==> src/rtl/wf_pkg.sv <==
// Shared types for the waveform controller: write/play FSM states and channel-width helper.
package wf_pkg;

  typedef enum logic [1:0] {
    W_IDLE,
    W_SETUP,
    W_WRITE,
    W_DONE
  } wr_state_e;

  typedef enum logic [1:0] {
    P_IDLE,
    P_RUN,
    P_DONE
  } play_state_e;

  function automatic int ch_w(input int n);
    return (n <= 1) ? 1 : $clog2(n);
  endfunction

endpackage

==> src/rtl/wf_play_seq.sv <==
// Playback sequencer: steps a shared read index on each sample tick, one-shot or looped.
module wf_play_seq
  import wf_pkg::*;
#(
  parameter int ADDR_W = 10,
  parameter int LOOP_W = 16
) (
  input  logic              i_clk,
  input  logic              i_rst,
  input  logic              i_start,
  input  logic              i_stop,
  input  logic              i_loop,
  input  logic [ADDR_W-1:0] i_max_cnt,
  input  logic              i_tick,
  output logic [ADDR_W-1:0] o_rd_addr,
  output logic              o_rd_valid,
  output logic              o_wf_mode,
  output logic              o_done,
  output logic              o_aborted,
  output logic [LOOP_W-1:0] o_loop_cnt
);

  play_state_e       r_state, w_state_nxt;
  logic [ADDR_W-1:0] r_idx, w_idx_nxt;
  logic [ADDR_W-1:0] r_max, w_max_nxt;
  logic              r_loop, w_loop_nxt;
  logic [ADDR_W-1:0] r_rd_addr, w_rd_addr_nxt;
  logic              r_valid, w_valid_nxt;
  logic              r_mode, w_mode_nxt;
  logic              r_done, w_done_nxt;
  logic              r_aborted, w_aborted_nxt;
  logic [LOOP_W-1:0] r_cnt, w_cnt_nxt;

  always_comb begin
    w_state_nxt   = r_state;
    w_idx_nxt     = r_idx;
    w_max_nxt     = r_max;
    w_loop_nxt    = r_loop;
    w_rd_addr_nxt = r_rd_addr;
    w_valid_nxt   = 1'b0;
    w_mode_nxt    = r_mode;
    w_done_nxt    = 1'b0;
    w_aborted_nxt = r_aborted;
    w_cnt_nxt     = r_cnt;
    unique case (r_state)
      P_IDLE: begin
        if (i_start) begin
          w_state_nxt   = P_RUN;
          w_max_nxt     = i_max_cnt;
          w_loop_nxt    = i_loop;
          w_idx_nxt     = '0;
          w_cnt_nxt     = '0;
          w_aborted_nxt = 1'b0;
          w_mode_nxt    = 1'b1;
        end
      end
      P_RUN: begin
        // Stop takes priority over a coincident tick: no sample is issued.
        if (i_stop) begin
          w_state_nxt   = P_DONE;
          w_mode_nxt    = 1'b0;
          w_done_nxt    = 1'b1;
          w_aborted_nxt = 1'b1;
        end else if (i_tick) begin
          w_rd_addr_nxt = r_idx;
          w_valid_nxt   = 1'b1;
          if (r_idx < r_max) begin
            w_idx_nxt = r_idx + 1'b1;
          end else if (r_loop) begin
            w_idx_nxt = '0;
            if (r_cnt != '1) w_cnt_nxt = r_cnt + 1'b1;
          end else begin
            w_state_nxt = P_DONE;
            w_mode_nxt  = 1'b0;
            w_done_nxt  = 1'b1;
          end
        end
      end
      P_DONE: begin
        if (!i_start) w_state_nxt = P_IDLE;
      end
      default: w_state_nxt = P_IDLE;
    endcase
  end

  always_ff @(posedge i_clk) begin
    if (i_rst) begin
      r_state   <= P_IDLE;
      r_idx     <= '0;
      r_max     <= '0;
      r_loop    <= 1'b0;
      r_rd_addr <= '0;
      r_valid   <= 1'b0;
      r_mode    <= 1'b0;
      r_done    <= 1'b0;
      r_aborted <= 1'b0;
      r_cnt     <= '0;
    end else begin
      r_state   <= w_state_nxt;
      r_idx     <= w_idx_nxt;
      r_max     <= w_max_nxt;
      r_loop    <= w_loop_nxt;
      r_rd_addr <= w_rd_addr_nxt;
      r_valid   <= w_valid_nxt;
      r_mode    <= w_mode_nxt;
      r_done    <= w_done_nxt;
      r_aborted <= w_aborted_nxt;
      r_cnt     <= w_cnt_nxt;
    end
  end

  assign o_rd_addr  = r_rd_addr;
  assign o_rd_valid = r_valid;
  assign o_wf_mode  = r_mode;
  assign o_done     = r_done;
  assign o_aborted  = r_aborted;
  assign o_loop_cnt = r_cnt;

endmodule

==> src/rtl/wf_seq_ctrl.sv <==
// Multi-channel waveform controller: host write path into per-channel DPBRAMs plus playback sequencer.
module wf_seq_ctrl
  import wf_pkg::*;
#(
  parameter int CH_NUM = 4,
  parameter int ADDR_W = 10,
  parameter int DATA_W = 16,
  parameter int LOOP_W = 16
) (
  input  logic                     i_clk,
  input  logic                     i_rst,
  input  logic                     i_wr_en,
  input  logic [ch_w(CH_NUM)-1:0]  i_wr_ch,
  input  logic [ADDR_W-1:0]        i_wr_addr,
  input  logic [DATA_W-1:0]        i_wr_data,
  output logic [CH_NUM-1:0]        o_ram_we,
  output logic [ADDR_W-1:0]        o_ram_addr,
  output logic [DATA_W-1:0]        o_ram_din,
  output logic                     o_wr_err,
  input  logic                     i_start,
  input  logic                     i_stop,
  input  logic                     i_loop,
  input  logic [ADDR_W-1:0]        i_max_cnt,
  input  logic                     i_tick,
  output logic [ADDR_W-1:0]        o_rd_addr,
  output logic                     o_rd_valid,
  output logic                     o_wf_mode,
  output logic                     o_done,
  output logic                     o_aborted,
  output logic [LOOP_W-1:0]        o_loop_cnt
);

  localparam int CH_W = ch_w(CH_NUM);

  wr_state_e         r_wst, w_wst_nxt;
  logic [CH_W-1:0]   r_ch;
  logic [ADDR_W-1:0] r_addr, r_ram_addr;
  logic [DATA_W-1:0] r_data, r_ram_din;
  logic [CH_NUM-1:0] r_we;
  logic              r_err;
  logic              w_accept;
  logic              w_ch_ok;
  logic [CH_NUM-1:0] w_onehot;

  assign w_accept = (r_wst == W_IDLE) && i_wr_en;
  assign w_ch_ok  = 32'(r_ch) < CH_NUM;
  assign w_onehot = CH_NUM'(1) << r_ch;

  always_comb begin
    w_wst_nxt = r_wst;
    unique case (r_wst)
      W_IDLE:  if (i_wr_en) w_wst_nxt = W_SETUP;
      W_SETUP: w_wst_nxt = W_WRITE;
      W_WRITE: w_wst_nxt = W_DONE;
      W_DONE:  if (!i_wr_en) w_wst_nxt = W_IDLE;
      default: w_wst_nxt = W_IDLE;
    endcase
  end

  // Enable/err are registered on leaving SETUP so they are high during the WRITE cycle.
  always_ff @(posedge i_clk) begin
    if (i_rst) begin
      r_wst      <= W_IDLE;
      r_ch       <= '0;
      r_addr     <= '0;
      r_data     <= '0;
      r_ram_addr <= '0;
      r_ram_din  <= '0;
      r_we       <= '0;
      r_err      <= 1'b0;
    end else begin
      r_wst <= w_wst_nxt;
      if (w_accept) begin
        r_ch   <= i_wr_ch;
        r_addr <= i_wr_addr;
        r_data <= i_wr_data;
      end
      if (r_wst == W_SETUP) begin
        r_ram_addr <= r_addr;
        r_ram_din  <= r_data;
      end
      r_we  <= (r_wst == W_SETUP && w_ch_ok) ? w_onehot : '0;
      r_err <= (r_wst == W_SETUP) && !w_ch_ok;
    end
  end

  assign o_ram_we   = r_we;
  assign o_ram_addr = r_ram_addr;
  assign o_ram_din  = r_ram_din;
  assign o_wr_err   = r_err;

  wf_play_seq #(
    .ADDR_W(ADDR_W),
    .LOOP_W(LOOP_W)
  ) u_play (
    .i_clk      (i_clk),
    .i_rst      (i_rst),
    .i_start    (i_start),
    .i_stop     (i_stop),
    .i_loop     (i_loop),
    .i_max_cnt  (i_max_cnt),
    .i_tick     (i_tick),
    .o_rd_addr  (o_rd_addr),
    .o_rd_valid (o_rd_valid),
    .o_wf_mode  (o_wf_mode),
    .o_done     (o_done),
    .o_aborted  (o_aborted),
    .o_loop_cnt (o_loop_cnt)
  );

endmodule
==> config.mk <==
export PLATFORM = sky130hd
export DESIGN_NAME = wf_seq_ctrl
export DESIGN_NICKNAME = d
export VERILOG_FILES = /design/src/rtl/wf_pkg.sv /design/src/rtl/wf_play_seq.sv /design/src/rtl/wf_seq_ctrl.sv
export SDC_FILE = /design/constraint.sdc
export NUM_CORES = 1
export LEC_CHECK = 0
export CAP_MARGIN = 20
export CELL_PAD_IN_SITES_DETAIL_PLACEMENT = 1
export CELL_PAD_IN_SITES_GLOBAL_PLACEMENT = 1
export CORE_MARGIN = 2
export CORE_UTILIZATION = 38
export CTS_CLUSTER_SIZE = 14
export DETAILED_ROUTE_END_ITERATION = 6
export PLACE_DENSITY_LB_ADDON = 0.1
export SLEW_MARGIN = 20
export SYNTH_ARGS = -nofsm -noshare
export SYNTH_HDL_FRONTEND = slang
export SYNTH_SLANG_ARGS = --single-unit
==> constraint.sdc <==
create_clock -name i_clk -period 2.7 [get_ports i_clk]
set_clock_uncertainty 0.15 [all_clocks]
set_input_delay 0.54 -clock i_clk [delete_from_list [all_inputs] [get_ports i_clk]]
set_output_delay 0.54 -clock i_clk [all_outputs]
set_load 0.01 [all_outputs]
---- Yosys cells after proc, flatten, opt, wreduce, memory -nomap -nowiden ----
Cells that the tools add are included.
word-level totals
  word-level logic and storage cells ...... 96
  flip-flop bits (word level) ............. 113
  bits of input ports ..................... 45
  output and inout bits ................... 61
cells by class
  add/sub/neg operators ................... 2
  mux-type cells .......................... 37
  bitwise logic cells ..................... 3
  reductions and logical operators ........ 15
  equality and inequality tests ........... 20
  shift-type cells ........................ 1
  $lt $le $gt $ge ......................... 1
operator list
  cell                     number
  $mux W16                 6
  $mux W10                 5
  $pmux W16 S2             1
  $pmux W10 S2             1
  $add A16 B1 Y16 const B  1
  $mux W2                  8
  $ne A16 B16 Y1 const B   1
  $ne A2 B2 Y1 const B     8
  $reduce_and A5 Y1        3
  $mux W1                  12
  $add A10 B1 Y10 const B  1
  $lt A10 B10 Y1           1
  $ne A3 B3 Y1 const B     3
  $pmux W2 S4              1
  $reduce_and A7 Y1        1
  $eq A2 B2 Y1 const B     3
  $pmux W2 S3              1
  $reduce_and A3 Y1        2
  $eq A2 B1 Y1 const B     2
  $logic_not A2 Y1         2
  $ne A2 B1 Y1 const B     2
  $pmux W1 S2              2
  $reduce_and A2 Y1        2
  $reduce_or A2 Y1         2
  6 further kinds          8

---- Logic depth before layout (Yosys ltp) ----
  word-level depth ........................ 7
  gate-level depth with buffers ........... 9
  depth with buffers taken out ............ 8

---- Hierarchy ----
From an unflattened synthesis, not the netlist that was laid out.
second synthesis, totals
  cell total of the unflattened synthesis .. 574
  area total of the unflattened synthesis .. 5170.0 um^2
by module, submodules not included
  module       area an instance (um^2)  cells an instance  times used
  wf_play_seq  2717.6                   337                1
  wf_seq_ctrl  2452.4                   237                1

---- Least setup slack after synthesis ----
No wires, ideal clock.
  path kind ............................... register -> register
  from .................................... register u_play.r_idx[7]
  to ...................................... register u_play.r_idx[2]
  path slack .............................. 571 ps
  library setup time ...................... 66 ps
  arrival time ............................ 1913 ps
  clock period less this slack ............ 2129 ps
  data required time ...................... 2484 ps
  cell stages (with the launch flop) ...... 9
  cell sequence ........................... dfxtp_1 ha_1 a211o_1 a21oi_2 o31ai_2 or2_4 buf_6 o31a_1 a2bb2oi_2
between the ends
  word-level cells in the longest chain between the ends .. 5
RTL lines
  item                    RTL line            RTL
  from (decl)             wf_play_seq.sv:24   logic [ADDR_W-1:0] r_idx, w_idx_nxt;
  from (signal assigned)  wf_play_seq.sv:100  r_idx <= w_idx_nxt;
  $lt A10 B10 Y1 (*)      wf_play_seq.sv:67   if (r_idx < r_max) begin
  $mux W10                wf_play_seq.sv:67
  $mux W10                wf_play_seq.sv:64   end else if (i_tick) begin
  $mux W10                wf_play_seq.sv:59   if (i_stop) begin
  $pmux W10 S2            wf_play_seq.sv:45   unique case (r_state)
Every way passes the cells marked *; elsewhere a longest branch is shown, timed or not. The select of a mux whose other input is x is not followed.
A chain may end at the register's enable or synchronous reset.

---- Final worst setup path ----
  from .................................... register u_play.r_max[9]
  to ...................................... register u_play.r_cnt[0], in the netlist u_play.o_loop_cnt[0]
between the ends
  word-level cells in the longest chain between the ends .. 3
RTL lines
  item                                RTL line            RTL
  from (decl)                         wf_play_seq.sv:25   logic [ADDR_W-1:0] r_max, w_max_nxt;
  from (signal assigned)              wf_play_seq.sv:101  r_max <= w_max_nxt;
  $lt A10 B10 Y1                      wf_play_seq.sv:67
  $ne A2 B2 Y1 (no source line)       n/a
  $reduce_and A7 Y1 (no source line)  n/a
  to (signal assigned)                wf_play_seq.sv:108  r_cnt <= w_cnt_nxt;
  to (decl)                           wf_play_seq.sv:32   logic [LOOP_W-1:0] r_cnt, w_cnt_nxt;
Every way passes these cells.

==> results.sh <==
export IMPL_max_freq_mhz=406
export IMPL_net_sw_power_mw=1.50
export IMPL_cts_hold_buf=0
export IMPL_clock_power_share=0.444
export IMPL_critical_path_arrival_ns=2.67
export IMPL_power_sequential_fraction=0.360
export IMPL_timing_final_max_slew_violations=0
export IMPL_fillCellCount=1487
export IMPL_worstHoldStart="u_play.r_max[7]"
export IMPL_place_inst=829
export IMPL_tritoncts_clock_tree="built"
export IMPL_timing_critical_path_to_type="register"
export IMPL_holdPathStages=2
export IMPL_initial_utilization=0.388
export IMPL_synth_most_common_cell="sky130_fd_sc_hd__nand2_1"
export IMPL_place_port_buffers=104
export IMPL_rr_startpoint="u_play.r_max[9]"
export IMPL_core_area_sq_um=12600
export IMPL_synthFlopType="sky130_fd_sc_hd__dfxtp_1"
export IMPL_slowest_delay_ns=0.55
export IMPL_synth_yosys_seq_area_share=0.462
export IMPL_wl_per_cell_um=16.3
export IMPL_path_class="register to register"
export IMPL_yosys_top_cells_area="sky130_fd_sc_hd__dfxtp_1 46%, sky130_fd_sc_hd__nand2_1 9.3%, sky130_fd_sc_hd__mux2i_1 7.2%, sky130_fd_sc_hd__a21oi_1 5.8%, sky130_fd_sc_hd__ha_1 4.1%"
export IMPL_mappedNetlistNets=629
export IMPL_synth_top_area_frac=0.462
export IMPL_gp_routability_congestion=0.845
export IMPL_maxcap_violations=0
export IMPL_synth_seq_cells=113
export IMPL_whs_ns=0.303
export IMPL_clock_sinks=113
export IMPL_dp_final_hpwl_mm=9.80
export IMPL_finalCritPeriodShare=0.911
export IMPL_power_share_switching=0.279
export IMPL_detail_route_drc_violations=0
export IMPL_slew_headroom=0.539
export IMPL_yosys_warnings=0
export IMPL_worst_hold_path_type="register to register"
export IMPL_clk_transition_reported_paths_ns=0.06
export IMPL_cts_buffer_depth=2
export IMPL_cts_made_buffers=17
export IMPL_via_count=4490
export IMPL_final_antenna_net_count=0
export IMPL_vdd_ir_drop_max_mv=0.447
export IMPL_combinationalPowerShare=0.196
export IMPL_seqCellArea_sq_um=2260
export IMPL_avgSynthCellArea_sq_um=8.62
export IMPL_regToRegEndpoint="u_play.o_loop_cnt[0]"
export IMPL_r2r_cells=7
export IMPL_status="finished, final reports clean"
export IMPL_insertion_delay_ns=0.42
export IMPL_num_rows=41
export IMPL_cts_max_level=4
export IMPL_ys_async_sr_fraction=0
export IMPL_die_height_um=118
export IMPL_design_internal_power_mw=3.87
export IMPL_required_arrival_time_at_the_worst_endpoint_ns=2.91
export IMPL_number_of_design_rule_violations_left_by_the_first_detailed_router_iteration=198
export IMPL_design_final_nets=737
export IMPL_reg2reg_slack_ns=0.24
export IMPL_critical_path_cell_chain="inv_1 > ha_1 > nand4_1 > o31ai_2 > nor2_1 > or4_1 > nand3_1"
export IMPL_die_area_sq_um=13800
export IMPL_setup_worst_path_start_class="register"
export IMPL_power_mw=5.36
export IMPL_post_synth_top_area_cell="sky130_fd_sc_hd__dfxtp_1"
export IMPL_final_layout_size_suffix_gt1_frac=0.0987
export IMPL_grt_pass1_wl_mm=23.5
export IMPL_overflow=0
export IMPL_design_area_sq_um=6770
export IMPL_cts_root_buf="sky130_fd_sc_hd__clkbuf_16"
export IMPL_max_fanout_on_critical_path=8
export IMPL_synthesis_area_sq_um=4900
export IMPL_postCtsSetupRepairBufs=0
export IMPL_placement_cell_area_sq_um=6140
export IMPL_number_of_antenna_violations_at_the_first_check_in_global_routing=0
export IMPL_min_to="u_play.r_max[7]"
export IMPL_layout_area_overhead_pct=38.2
export IMPL_cts_resized=0
export IMPL_final_number_of_hold_violating_endpoints=0
export IMPL_finalWirelength_mm=14.0
export IMPL_power_density_cell_area_nw_per_um2=793
export IMPL_crit_slowest_cell="sky130_fd_sc_hd__or4_1"
export IMPL_n_antenna_cell=0
export IMPL_via_to_cell_ratio=5.21
export IMPL_final_min_clock_period_ns=2.46
export IMPL_p_leak_nw=2.52
export IMPL_track_usage=0.211
export IMPL_final_cell_count_no_fill=861
export IMPL_top_post_synthesis_cells_by_count="122 x sky130_fd_sc_hd__nand2_1, 113 x sky130_fd_sc_hd__dfxtp_1, 57 x sky130_fd_sc_hd__a21oi_1, 39 x sky130_fd_sc_hd__nor2_1, 35 x sky130_fd_sc_hd__mux2i_1"
export IMPL_post_synth_num_cell_types=62
export IMPL_grt_setup_unrepaired="no"
export IMPL_setup_tns_final_ns=0
export IMPL_setup_violations=0
export IMPL_grt_max_degree=35
export IMPL_slew_of_the_pin_with_the_lowest_slew_margin_ns=0.692
export IMPL_drt_pre_antenna_iters=4
export IMPL_cell_count_after_synthesis=568
export IMPL_die_w_um=118
export IMPL_multiInputGateArea_sq_um=2430
export IMPL_number_of_global_route_vias_before_repair=4715
export IMPL_num_io_pins=106
export IMPL_count_of_flip_flops_with_a_built_in_enable_after_synthesis=0
## power groups by stage
stage	registers, mW	clock network (mW)	logic, mW
after global placement	1.95	0	1.02
final	1.93	2.38	1.05
after global routing	1.95	2.50	1.16
after floorplan	1.96	0	0.646
after detailed placement	1.97	0	1.06
after CTS	1.93	2.42	1.08
## critical path: cells and delay by family, from the launching register on
kind	cells	cell delay [ns]
flops	1	0.33
simple gates	4	1.05
buf+inv	1	0.05
fa+ha+maj	1	0.30
compound gates	1	0.51
## kinds of logic after synthesis
logic type | after synthesis | synth area share
muxes | 35 | 0.0715
other | 1 | 0.000766
buffers and inverters | 47 | 0.0434
DFF | 113 | 0.462
AOI/OAI and AO/OA | 108 | 0.143
and+or+nand+nor | 248 | 0.239
adders and majority gates | 16 | 0.0409
## sequential cells by signal (all words and copies together) (netlist names), 2 cells and up
name and flops:
o_ram_addr 10, u_play.r_idx 10, r_wst 2, r_data 16, o_ram_din 16, u_play.r_max 10
o_ram_we 4, r_ch 2, r_addr 10, u_play.r_state 2, u_play.o_loop_cnt 16, u_play.o_rd_addr 10
## routing by layer
metal,track usage,wire length (um)
met1,0.256,6390
met2,0.361,6890
met3,0.0523,536
met4,0.0798,214
met5,0,0
## worst max path at each step
| stage | depth (start not counted) | end | startpoint | slack, ns |
|---|---|---|---|---|
| floorplan | 8 | u_play.r_idx[2] | u_play.r_idx[7] | 0.57 |
| global placement | 6 | u_play.o_loop_cnt[11] | i_tick | 0.26 |
| detailed placement | 6 | u_play.o_loop_cnt[11] | i_stop | 0.15 |
| finish | 7 | u_play.o_loop_cnt[0] | u_play.r_max[9] | 0.24 |
| CTS | 7 | u_play.o_loop_cnt[11] | u_play.r_max[9] | 0.23 |
| global route | 7 | u_play.o_loop_cnt[11] | u_play.r_max[9] | 0.05 |
## layout by cell type, fill, tap and decap left out, types with 4 or more instances in the layout
cell type / synthesis / layout
sky130_fd_sc_hd__a21oi_1: 57 / 57
sky130_fd_sc_hd__a31oi_1: 4 / 4
sky130_fd_sc_hd__and3_1: 9 / 9
sky130_fd_sc_hd__and3_2: 5 / 5
sky130_fd_sc_hd__buf_4: 1 / 12
sky130_fd_sc_hd__bufinv_16: 0 / 4
sky130_fd_sc_hd__clkbuf_16: 0 / 17
sky130_fd_sc_hd__clkdlybuf4s50_1: 0 / 103
sky130_fd_sc_hd__clkinvlp_4: 0 / 5
sky130_fd_sc_hd__dfxtp_1: 113 / 113
sky130_fd_sc_hd__ha_1: 16 / 15
sky130_fd_sc_hd__inv_1: 18 / 18
sky130_fd_sc_hd__mux2i_1: 35 / 35
sky130_fd_sc_hd__nand2_1: 122 / 122
sky130_fd_sc_hd__nand2b_1: 4 / 4
sky130_fd_sc_hd__nand3_1: 14 / 14
sky130_fd_sc_hd__nand4_1: 10 / 10
sky130_fd_sc_hd__nor2_1: 39 / 39
sky130_fd_sc_hd__nor2b_1: 6 / 6
sky130_fd_sc_hd__nor3_1: 7 / 7
sky130_fd_sc_hd__nor4_1: 4 / 4
sky130_fd_sc_hd__o211ai_1: 5 / 5
sky130_fd_sc_hd__o21a_1: 4 / 4
sky130_fd_sc_hd__o21ai_0: 5 / 5
sky130_fd_sc_hd__o22a_1: 4 / 4
sky130_fd_sc_hd__or3_1: 8 / 8
## area by class of cell
cell class | instances | share of cell area
multi-input combinational | 408 | 0.358
sequential | 113 | 0.334
clock buffer | 20 | 0.0660
timing repair buffer | 118 | 0.172
clock inverter | 12 | 0.0272
tap | 172 | 0.0318
inverter | 18 | 0.00998
## stage by stage
| stage | setup slack (ns) | utilization |
|---|---|---|
| floorplan | 0.571 | - |
| global placement | 0.265 | 0.486 |
| detailed placement | 0.147 | 0.486 |
| CTS | 0.230 | 0.536 |
| global route | 0.0493 | 0.536 |
| finish | 0.239 | 0.536 |
Note: power is estimated with default switching activity, not from simulation.
